## src/rtl/vga_pkg.sv

```systemverilog
// Shared types and constants for the VGA timing blocks.
package vga_pkg;

   // Recovery FSM: hunt for a frame boundary, measure one frame, then track.
   typedef enum logic [1:0] {
      SEARCH  = 2'd0,
      MEASURE = 2'd1,
      LOCKED  = 2'd2
   } vga_state_e;

   // Default width of position counters and measured sizes.
   localparam int W_DEFAULT = 10;

   // Standard 640x480 timing as produced by the synchronizer.
   localparam int LINE_CLKS   = 793;
   localparam int HSYNC_CLKS  = 95;
   localparam int VSYNC_LINES = 2;
   localparam int FRAME_LINES = 480;

   // Level of an inactive (active-low) sync line.
   localparam logic SYNC_IDLE = 1'b1;

endpackage

```

## src/rtl/sync_edge_detect.sv

```systemverilog
// One-register edge detector for an active-low sync input.
// Edges are combinational on the live input so they act on the clock edge
// that samples them.
module sync_edge_detect
   import vga_pkg::*;
(
   input  logic clk,
   input  logic rst,
   input  logic d,
   output logic rise,
   output logic fall
);

   logic q;

   // Previous sample of the sync line; idles high so reset never fakes an edge.
   always_ff @(posedge clk or negedge rst) begin
      // NOTE: registers use non-blocking assignments so every flop samples pre-edge values.
      if (!rst) q <= SYNC_IDLE;
      else      q <= d;
   end

   // Edges are masked while reset is held so no pulse escapes during reset.
   assign fall = rst & q & ~d;
   assign rise = rst & ~q & d;

endmodule

```

## src/rtl/vga_timing_recovery.sv

```systemverilog
// Recovers col/row position from an hsync/vsync pair, measures line length,
// frame length and hsync width, and declares lock after a consistent frame.
module vga_timing_recovery
   import vga_pkg::*;
#(
   parameter int W        = W_DEFAULT,
   parameter int MIN_LINE = 16
) (
   input  logic         clk,
   input  logic         rst,
   input  logic         hsync,
   input  logic         vsync,
   output logic [W-1:0] col,
   output logic [W-1:0] row,
   output logic [W-1:0] line_size,
   output logic [W-1:0] frame_size,
   output logic [W-1:0] hsync_width,
   output logic         locked,
   output logic         frame_start,
   output logic         err
);

   localparam logic [W-1:0] CNT_MAX = '1;
   localparam logic [W-1:0] CNT_PRE = CNT_MAX - W'(1);
   localparam logic [W-1:0] MIN_LEN = W'(MIN_LINE);

   logic         hs_fall, hs_rise, vs_fall, vs_rise_unused;
   logic [W-1:0] line_len, row_len, hs_cnt;
   logic [W-1:0] ref_line, ref_frame;
   logic         col_ovf, col_valid, consistent;
   logic         col_sat_evt, row_sat_evt, short_line, line_bad;
   logic         lock_lost, measure_ok;
   vga_state_e   state, next_state;

   sync_edge_detect u_hs_edge (
      .clk  (clk),
      .rst  (rst),
      .d    (hsync),
      .rise (hs_rise),
      .fall (hs_fall)
   );

   // The vsync rising edge carries no timing information here.
   sync_edge_detect u_vs_edge (
      .clk  (clk),
      .rst  (rst),
      .d    (vsync),
      .rise (vs_rise_unused),
      .fall (vs_fall)
   );

   // Length of the line/frame that would end now, saturating at all-ones.
   assign line_len = (col == CNT_MAX) ? CNT_MAX : col + W'(1);
   assign row_len  = (row == CNT_MAX) ? CNT_MAX : row + W'(1);

   // Counters about to hit saturation on this clock.
   assign col_sat_evt = ~hs_fall & (col == CNT_PRE);
   assign row_sat_evt = hs_fall & ~vs_fall & (row == CNT_PRE);

   // A short line only counts once a real line start has been seen since reset.
   assign short_line = hs_fall & col_valid & (line_len < MIN_LEN);
   assign line_bad   = short_line |
                       (hs_fall & (ref_line != '0) & (line_len != ref_line));

   // Lock is lost on any geometry change or counter saturation.
   assign lock_lost = (hs_fall & (line_len != ref_line)) |
                      (vs_fall & (row_len != ref_frame)) |
                      col_sat_evt | row_sat_evt;

   // The line closing on this vs_fall is folded into the frame verdict.
   assign measure_ok = consistent & ~line_bad & ~col_ovf;

   // Column counter, line length and overflow tracking.
   always_ff @(posedge clk or negedge rst) begin
      if (!rst) begin
         col       <= '0;
         line_size <= '0;
         col_ovf   <= 1'b0;
         col_valid <= 1'b0;
      end else if (hs_fall) begin
         col       <= '0;
         line_size <= line_len;
         col_ovf   <= 1'b0;
         col_valid <= 1'b1;
      end else begin
         col <= line_len;
         if (col_sat_evt) col_ovf <= 1'b1;
      end
   end

   // Hsync low-time counter, published on the rising edge.
   always_ff @(posedge clk or negedge rst) begin
      if (!rst) begin
         hs_cnt      <= '0;
         hsync_width <= '0;
      end else begin
         if (hs_fall)                        hs_cnt <= W'(1);
         else if (!hsync && hs_cnt != CNT_MAX) hs_cnt <= hs_cnt + W'(1);
         if (hs_rise) hsync_width <= hs_cnt;
      end
   end

   // Row counter and frame length; vs_fall wins over a coincident hs_fall.
   always_ff @(posedge clk or negedge rst) begin
      if (!rst) begin
         row        <= '0;
         frame_size <= '0;
      end else if (vs_fall) begin
         row        <= '0;
         frame_size <= row_len;
      end else if (hs_fall) begin
         row <= row_len;
      end
   end

   // FSM state register.
   always_ff @(posedge clk or negedge rst) begin
      if (!rst) state <= SEARCH;
      else      state <= next_state;
   end

   // FSM next-state logic.
   always_comb begin
      // NOTE: default assignment first so no path leaves next_state unassigned (no latch).
      next_state = state;
      case (state)
         SEARCH:  if (vs_fall)               next_state = MEASURE;
         MEASURE: if (vs_fall && measure_ok) next_state = LOCKED;
         LOCKED:  if (lock_lost)             next_state = SEARCH;
         default:                            next_state = SEARCH;
      endcase
   end

   // FSM outputs: err and frame_start pulse in the cycle the edge is seen.
   always_comb begin
      locked      = (state == LOCKED);
      frame_start = vs_fall;
      err         = (state == LOCKED) ? lock_lost : short_line;
   end

   // Reference geometry captured while measuring.
   always_ff @(posedge clk or negedge rst) begin
      if (!rst) begin
         ref_line   <= '0;
         ref_frame  <= '0;
         consistent <= 1'b0;
      end else begin
         case (state)
            SEARCH: begin
               if (vs_fall) begin
                  ref_line   <= '0;
                  consistent <= 1'b1;
               end
            end
            MEASURE: begin
               if (vs_fall) begin
                  if (measure_ok) begin
                     ref_frame <= row_len;
                  end else begin
                     ref_line   <= '0;
                     consistent <= 1'b1;
                  end
               end else if (hs_fall) begin
                  if (ref_line == '0) ref_line <= line_len;
                  if (line_bad)       consistent <= 1'b0;
               end
            end
            default: ;
         endcase
      end
   end

endmodule

```

## config.mk

```make
export PLATFORM = sky130hd
export DESIGN_NAME = vga_timing_recovery
export DESIGN_NICKNAME = d
export VERILOG_FILES = /design/src/rtl/vga_pkg.sv /design/src/rtl/sync_edge_detect.sv /design/src/rtl/vga_timing_recovery.sv
export SDC_FILE = /design/constraint.sdc
export NUM_CORES = 1
export LEC_CHECK = 0
export ABC_AREA = 1
export BUFFER_PORTS_ARGS = -buffer_cell sky130_fd_sc_hd__buf_2
export CELL_PAD_IN_SITES_DETAIL_PLACEMENT = 1
export CELL_PAD_IN_SITES_GLOBAL_PLACEMENT = 2
export CORE_MARGIN = 10
export CORE_UTILIZATION = 30
export CTS_CLUSTER_SIZE = 20
export DETAILED_ROUTE_END_ITERATION = 8
export GPL_TIMING_DRIVEN = 0
export PLACE_DENSITY = 0.86
export SYNTH_ARGS = -nofsm -noshare
export SYNTH_HDL_FRONTEND = slang
export SYNTH_HIERARCHICAL = 1
export SYNTH_SLANG_ARGS = --single-unit
```

## constraint.sdc

```tcl
create_clock -name clk -period 2.7 [get_ports clk]
set_input_delay 0.81 -clock clk [delete_from_list [all_inputs] [get_ports clk]]
set_output_delay 0.81 -clock clk [all_outputs]
set_load 0.01 [all_outputs]
```

==> results of run 1 <==
[cell type report]
cell class	count	area share [%]
timing repair buffer	95	12.21
multi-input combinational	374	34.69
clock buffer	9	3.862
tap	184	3.948
buffer	14	1.330
sequential	87	37.48
clock inverter	7	1.223
inverter	80	5.256
[layout by cell type (no fill, tap or decap), types with 3 or more instances in the layout]
master,count
inv_6,4
nand3_2,11
inv_1,72
a21oi_1,16
nand3_1,29
buf_2,56
inv_2,3
buf_4,31
nand2_2,13
o21ai_2,3
clkbuf_16,9
xnor2_1,7
o21ai_0,32
o21ai_1,11
nor2_2,6
buf_6,8
nor2_4,6
nand2_4,3
nor3_1,4
clkbuf_1,9
bufbuf_16,3
o22ai_1,8
xor2_1,4
nand4_1,12
dfrtp_1,80
nor2_1,46
ha_4,3
dfrtp_2,5
nand2_1,140
[state kept, by name (all words and copies together) (netlist names)]
name / flops
frame_size: 10
state: 2
u_hs_edge/q: 1
ref_line: 10
col_ovf: 1
ref_frame: 10
row: 10
hs_cnt: 10
line_size: 10
consistent: 1
hsync_width: 10
col: 10
col_valid: 1
u_vs_edge/q: 1
[through the flow]
stage	power, mW	setup TNS, ns
6_report	4.436	-0.5688
5_1_grt	4.744	-0.7217
4_1_cts	4.442	-0.5610
3_5_place_dp	3.027	-42.37
3_3_place_gp	2.960	-115.26
2_1_floorplan	2.540	0
[timing repair]
action | CTS | global route
pin swaps | 19 | 17
endpoints found under the setup margin | 50 | 2
cloned | 3 | 0
gates resized for setup | 48 | 23
hold buffers | 0 | 0
setup buffers | 22 | 13
[layer usage]
metal | wire, um | vias up | part of all wire (%)
met5 | 0 | - | 0
met4 | 290 | 0 | 2.0
met3 | 675 | 18 | 4.6
met2 | 7349 | 83 | 50
met1 | 6286 | 2116 | 43
li1 | - | 1984 | -
[how the worst max path moves through the flow]
stage,startpoint,to,slack (ns)
finish,row[1],err,-0.57
global route,row[4],err,-0.72
CTS,row[1],err,-0.56
detailed placement,rst,err,-1.42
global placement,rst,err,-2.25
floorplan,row[0],err,0.01
[power breakdown]
| group | switching [mW] | leakage [nW] | internal (mW) |
|---|---|---|---|
| combinational | 0.913 | 1.69 | 0.530 |
| clock | 0.614 | 0.146 | 0.654 |
| sequential | 0.197 | 1.14 | 1.53 |
| total | 1.72 | 2.98 | 2.71 |
==> results.md, run 1 <==
* Die X at 140.7 um
* Gr usage total at 14.76%
* Die Area at 0.01980 mm^2
* Slowest CP cell: dfrtp_2
* Worst IR Drop VDD at 0.0004137 V
* Post-Syn Nets at 564
* I/O Pins at 57
* Area of the core at 0.01442 mm^2
* Remaining global-route overflow at 0
* LEAKAGE at 2.979 nW
* Pins over their slew limit at 0
* Failing checks: negative setup slack
* Status: complete, but fails checks
* Drt initial violations at 217
* Final setup margin at -0.5688 ns
* Worst-Skew Late Latency at 0.36 ns
* CTS tree: yes
* CP cell instances: buf_6 -> nand4_1 -> buf_4 -> o21ai_2 -> nor2_2 -> buf_4 -> nand2_1 -> nand3_2 -> nor2_2 -> nand3_1 -> nand2_2 -> nand3_2 -> nand2_2 -> inv_2 -> buf_6
* Worst Hold Slack at 0.2741 ns
* Met1 Use GR at 17.60%
* GR peak layer: met2
* CP max stage delay at 0.40 ns
* Worst hold path class: in2async
* Vias in the first global route at 4525
* IO buf count at 56
* Syn Std Cell Area at 0.004370 mm^2
* Worst EP arrival at 2.46 ns
* Final Wtd Congestion at 0.8139
* Root Buffer: clkbuf_16
* Tcrit/Tclk final at 121.1%
* WL/cell at 17.18 um
* CP Buf/Inv Count at 5
* CP Max Fanout at 4
* Initial Util at 30.30%
* WP data required at 1.89 ns
* Area of the multi-input gates at 0.002023 mm^2
* CP top delay family: simple AND/OR/NAND/NOR gates
* Die height at 140.7 um
* DR DRC count at 0
* Vias at 4201
* Final wirelength at 14.60 mm
* Max frequency at 305.9 MHz
* H-tree level count at 3
* GR Layer Usage met2 at 25.17%
* Critical path launch point type: flop
* Layout Skew at 0.01172 ns
* Post-Layout Cell Count at 850
* Register area at 0.002186 mm^2
* DP Worst Slack at -1.418 ns
* Mapped Cells at 555
* Fillers at 1749
* Initial antenna violation count at 0
* Clock Path Buffers at 2
* Routed Antenna Nets at 0
* Placed cell count at 796
* FP Rows at 44
* Largest net degree at the start of global routing at 28
* Synth Warn # at 6
* Layout cells sized above 1 at 27.63%
* Final hold violation count at 0
* NumNets Final at 670
* Reg-to-Reg Start: col[0]
* Avg Cell Area, Syn at 7.875 um^2
* Drt pass-1 iters at 4
* Number of max-cap violations at 0
* # setup viols final at 1
* Post-detail-place hpwl at 9.868 mm
* Max_slew headroom at 59.95%
* Crit Path Category: reg2out
* RSZ-0062 raised after global routing: yes
* Final core utilization at 40.43%
* GRT met3 Usage at 3.460%
* Critical path endpoint category: output port
* Least-Margin Pin Slew at 0.6007 ns
* Setup slack, reg-to-reg at 0.25 ns
* Area grow syn2layout at 33.44%
* Design area at 0.005832 mm^2
* Levels on crit path at 15
* Via/cell ratio at 4.942
* Clock transition at the registers of the reported paths at 0.07 ns
* R2r endpoint: ref_frame[3]
* Placed Area at 0.004931 mm^2
* Pwr dens at 760.6 mW/mm^2
* First-pass GRT wire length at 23.72 mm
* Min cycle time layout at 3.269 ns
* Inserted Clock Buffers at 9
* R2R depth at 18
* CTS sink cnt at 87
* Antenna cell count at 0
(Power assumes the default switching activity.)
==> inputs of run 2 (changes only) <==
--- a/config.mk
+++ b/config.mk
@@ -9,12 +9,13 @@
 export BUFFER_PORTS_ARGS = -buffer_cell sky130_fd_sc_hd__buf_2
 export CELL_PAD_IN_SITES_DETAIL_PLACEMENT = 1
 export CELL_PAD_IN_SITES_GLOBAL_PLACEMENT = 2
-export CORE_MARGIN = 10
-export CORE_UTILIZATION = 30
+export CORE_MARGIN = 8
+export CORE_UTILIZATION = 32
+export CTS_BUF_LIST = sky130_fd_sc_hd__clkbuf_8
 export CTS_CLUSTER_SIZE = 20
 export DETAILED_ROUTE_END_ITERATION = 8
 export GPL_TIMING_DRIVEN = 0
-export PLACE_DENSITY = 0.86
+export PLACE_DENSITY = 0.9
 export SYNTH_ARGS = -nofsm -noshare
 export SYNTH_HDL_FRONTEND = slang
 export SYNTH_HIERARCHICAL = 1
==> results.md, run 2 (synthesis gave the netlist of run 1 again) <==
* Antenna cell count at 0 (unchanged)
* Min cycle time layout at 3.273 ns (was 3.269 ns)
* Remaining global-route overflow at 0 (unchanged)
* Initial antenna violation count at 0 (unchanged)
* First-pass GRT wire length at 22.81 mm (was 23.72 mm)
* Area of the core at 0.01330 mm^2 (was 0.01442 mm^2)
* DR DRC count at 0 (unchanged)
* Number of max-cap violations at 0 (unchanged)
* Worst hold path class: in2async (unchanged)
* LEAKAGE at 2.880 nW (was 2.979 nW)
* Drt pass-1 iters at 4 (unchanged)
* Drt initial violations at 187 (was 217)
* Worst Hold Slack at 0.2374 ns (was 0.2741 ns)
* Fillers at 1636 (was 1749)
* WP data required at 1.89 ns (about the same)
* Die height at 132.9 um (was 140.7 um)
* Failing checks: negative setup slack (unchanged)
* Final setup margin at -0.5732 ns (was -0.5688 ns)
* Max frequency at 305.5 MHz (was 305.9 MHz)
* WL/cell at 16.49 um (was 17.18 um)
* RSZ-0062 raised after global routing: yes (unchanged)
* Layout Skew at 0.01661 ns (was 0.01172 ns)
* Placed Area at 0.004921 mm^2 (was 0.004931 mm^2)
* Inserted Clock Buffers at 9 (unchanged)
* Most frequent cells in the layout: nand2_1, dfrtp_1, inv_1, buf_2, nor2_1 (unchanged)
* CTS sink cnt at 87 (unchanged)
* Worst EP arrival at 2.46 ns (about the same)
* Routed Antenna Nets at 0 (unchanged)
* Critical path launch point type: flop (unchanged)
* NumNets Final at 661 (was 670)
* Clock Path Buffers at 2 (unchanged)
* Vias at 4034 (was 4201)
* Pwr dens at 728.9 mW/mm^2 (was 760.6 mW/mm^2)
* Crit Path Category: reg2out (unchanged)
* Most common cell after layout, fill and taps aside: nand2_1 (unchanged)
* Final hold violation count at 0 (unchanged)
* Final wirelength at 13.74 mm (was 14.60 mm)
* Largest net degree at the start of global routing at 31 (was 28)
* CTS tree: yes (unchanged)
* FP Rows at 42 (was 44)
* # setup viols final at 1 (unchanged)
* Max_slew headroom at 57.69% (was 59.95%)
* Gr usage total at 16.10% (was 14.76%)
* Initial Util at 32.87% (was 30.30%)
* CP Max Fanout at 3 (was 4)
* Least-Margin Pin Slew at 0.6288 ns (was 0.6007 ns)
* Status: complete, but fails checks (unchanged)
* Die X at 132.9 um (was 140.7 um)
* Root Buffer: clkbuf_8 (was clkbuf_16)
* Post-detail-place hpwl at 9.526 mm (was 9.868 mm)
* Pins over their slew limit at 0 (unchanged)
* Die Area at 0.01765 mm^2 (was 0.01980 mm^2)
* Tcrit/Tclk final at 121.2% (was 121.1%)
* Final Wtd Congestion at 0.8662 (was 0.8139)
* Vias in the first global route at 4427 (was 4525)
* Area grow syn2layout at 28.43% (was 33.44%)
* H-tree level count at 3 (unchanged)
* IO buf count at 56 (unchanged)
* Clock transition at the registers of the reported paths at 0.10 ns (was 0.07 ns)
* Worst IR Drop VDD at 0.0003807 V (was 0.0004137 V)
* Via/cell ratio at 4.843 (was 4.942)
* Design area at 0.005613 mm^2 (was 0.005832 mm^2)
* Final core utilization at 42.22% (was 40.43%)
* Critical path endpoint category: output port (unchanged)
* I/O Pins at 57 (unchanged)
* Worst-Skew Late Latency at 0.38 ns (was 0.36 ns)
* Layout cells sized above 1 at 25.57% (was 27.63%)
* DP Worst Slack at -1.423 ns (was -1.418 ns)
-- run 2: final cells by class --
type                    instances  area [um^2]  share of cell area, %
repair buffers                 86        636.9                  11.35
inverters                      80        306.5                  5.461
plain buffers                  14        73.82                  1.315
clock buffers                  10        137.6                  2.452
well taps                     176        220.2                  3.923
flip-flops and latches         87         2190                  39.01
clock inverters                 6        72.57                  1.293
multi-input cells             374         1976                  35.20
-- run 2: final timing paths --
path | startpoint | to | slack, ns | cells after the start
worst max-delay path | row[1] | err | -0.57 | 15
worst min-delay path | rst | frame_size[6] | 0.24 | 1
worst max register to register | col[1] | ref_line[9] | 0.31 | 17
worst min register to register | frame_size[5] | frame_size[5] | 0.48 | 2
max in group asynchronous | rst | frame_size[3] | 1.96 | 2
min in group clk | frame_size[5] | frame_size[5] | 0.48 | 2
-- run 2: per-stage QoR --
| step | cells | total power, mW | TNS, ns |
|---|---|---|---|
| finish | 833 | 4.091 | -0.5732 |
| global route | 833 | 4.394 | -0.7735 |
| CTS | 825 | 4.103 | -0.5731 |
| detailed placement | 788 | 3.010 | -31.34 |
| global placement | 787 | 2.950 | -111.17 |
| floorplan | 555 | 2.540 | 0 |
-- run 2: per-layer routing --
| layer | up-vias | share of wire (%) | track usage (%) |
|---|---|---|---|
| met4 | 0 | 2.0 | 6.562 |
| li1 | 1965 | - | - |
| met1 | 1987 | 45 | 19.88 |
| met3 | 16 | 4.2 | 3.293 |
| met5 | - | 0 | 0 |
| met2 | 66 | 49 | 26.80 |
-- run 2: repair_timing --
action | in CTS | in global routing
hold buffers | 0 | 0
setup endpoints to repair | 26 | 1
gates cloned | 3 | 0
gates resized for setup | 40 | 17
pin swaps | 16 | 10
buffers inserted | 18 | 8
-- run 2: critical path: stages, from the launching register on --
cell	delay (ns)
dfrtp_2	0.45
ha_4	0.17
inv_1	0.07
nor2_2	0.05
nand2_2	0.10
nor2_4	0.06
or2_2	0.33
xnor2_2	0.14
nand3_1	0.10
nor2_2	0.14
nand3_1	0.09
nand2_1	0.08
nand3_2	0.08
nand2_2	0.07
inv_2	0.04
buf_6	0.11
-- run 2: power by group --
group,total [mW],switching (mW),internal [mW]
clock network,0.993,0.527,0.466
logic,1.38,0.881,0.495
registers,1.72,0.194,1.53
total,4.09,1.60,2.49
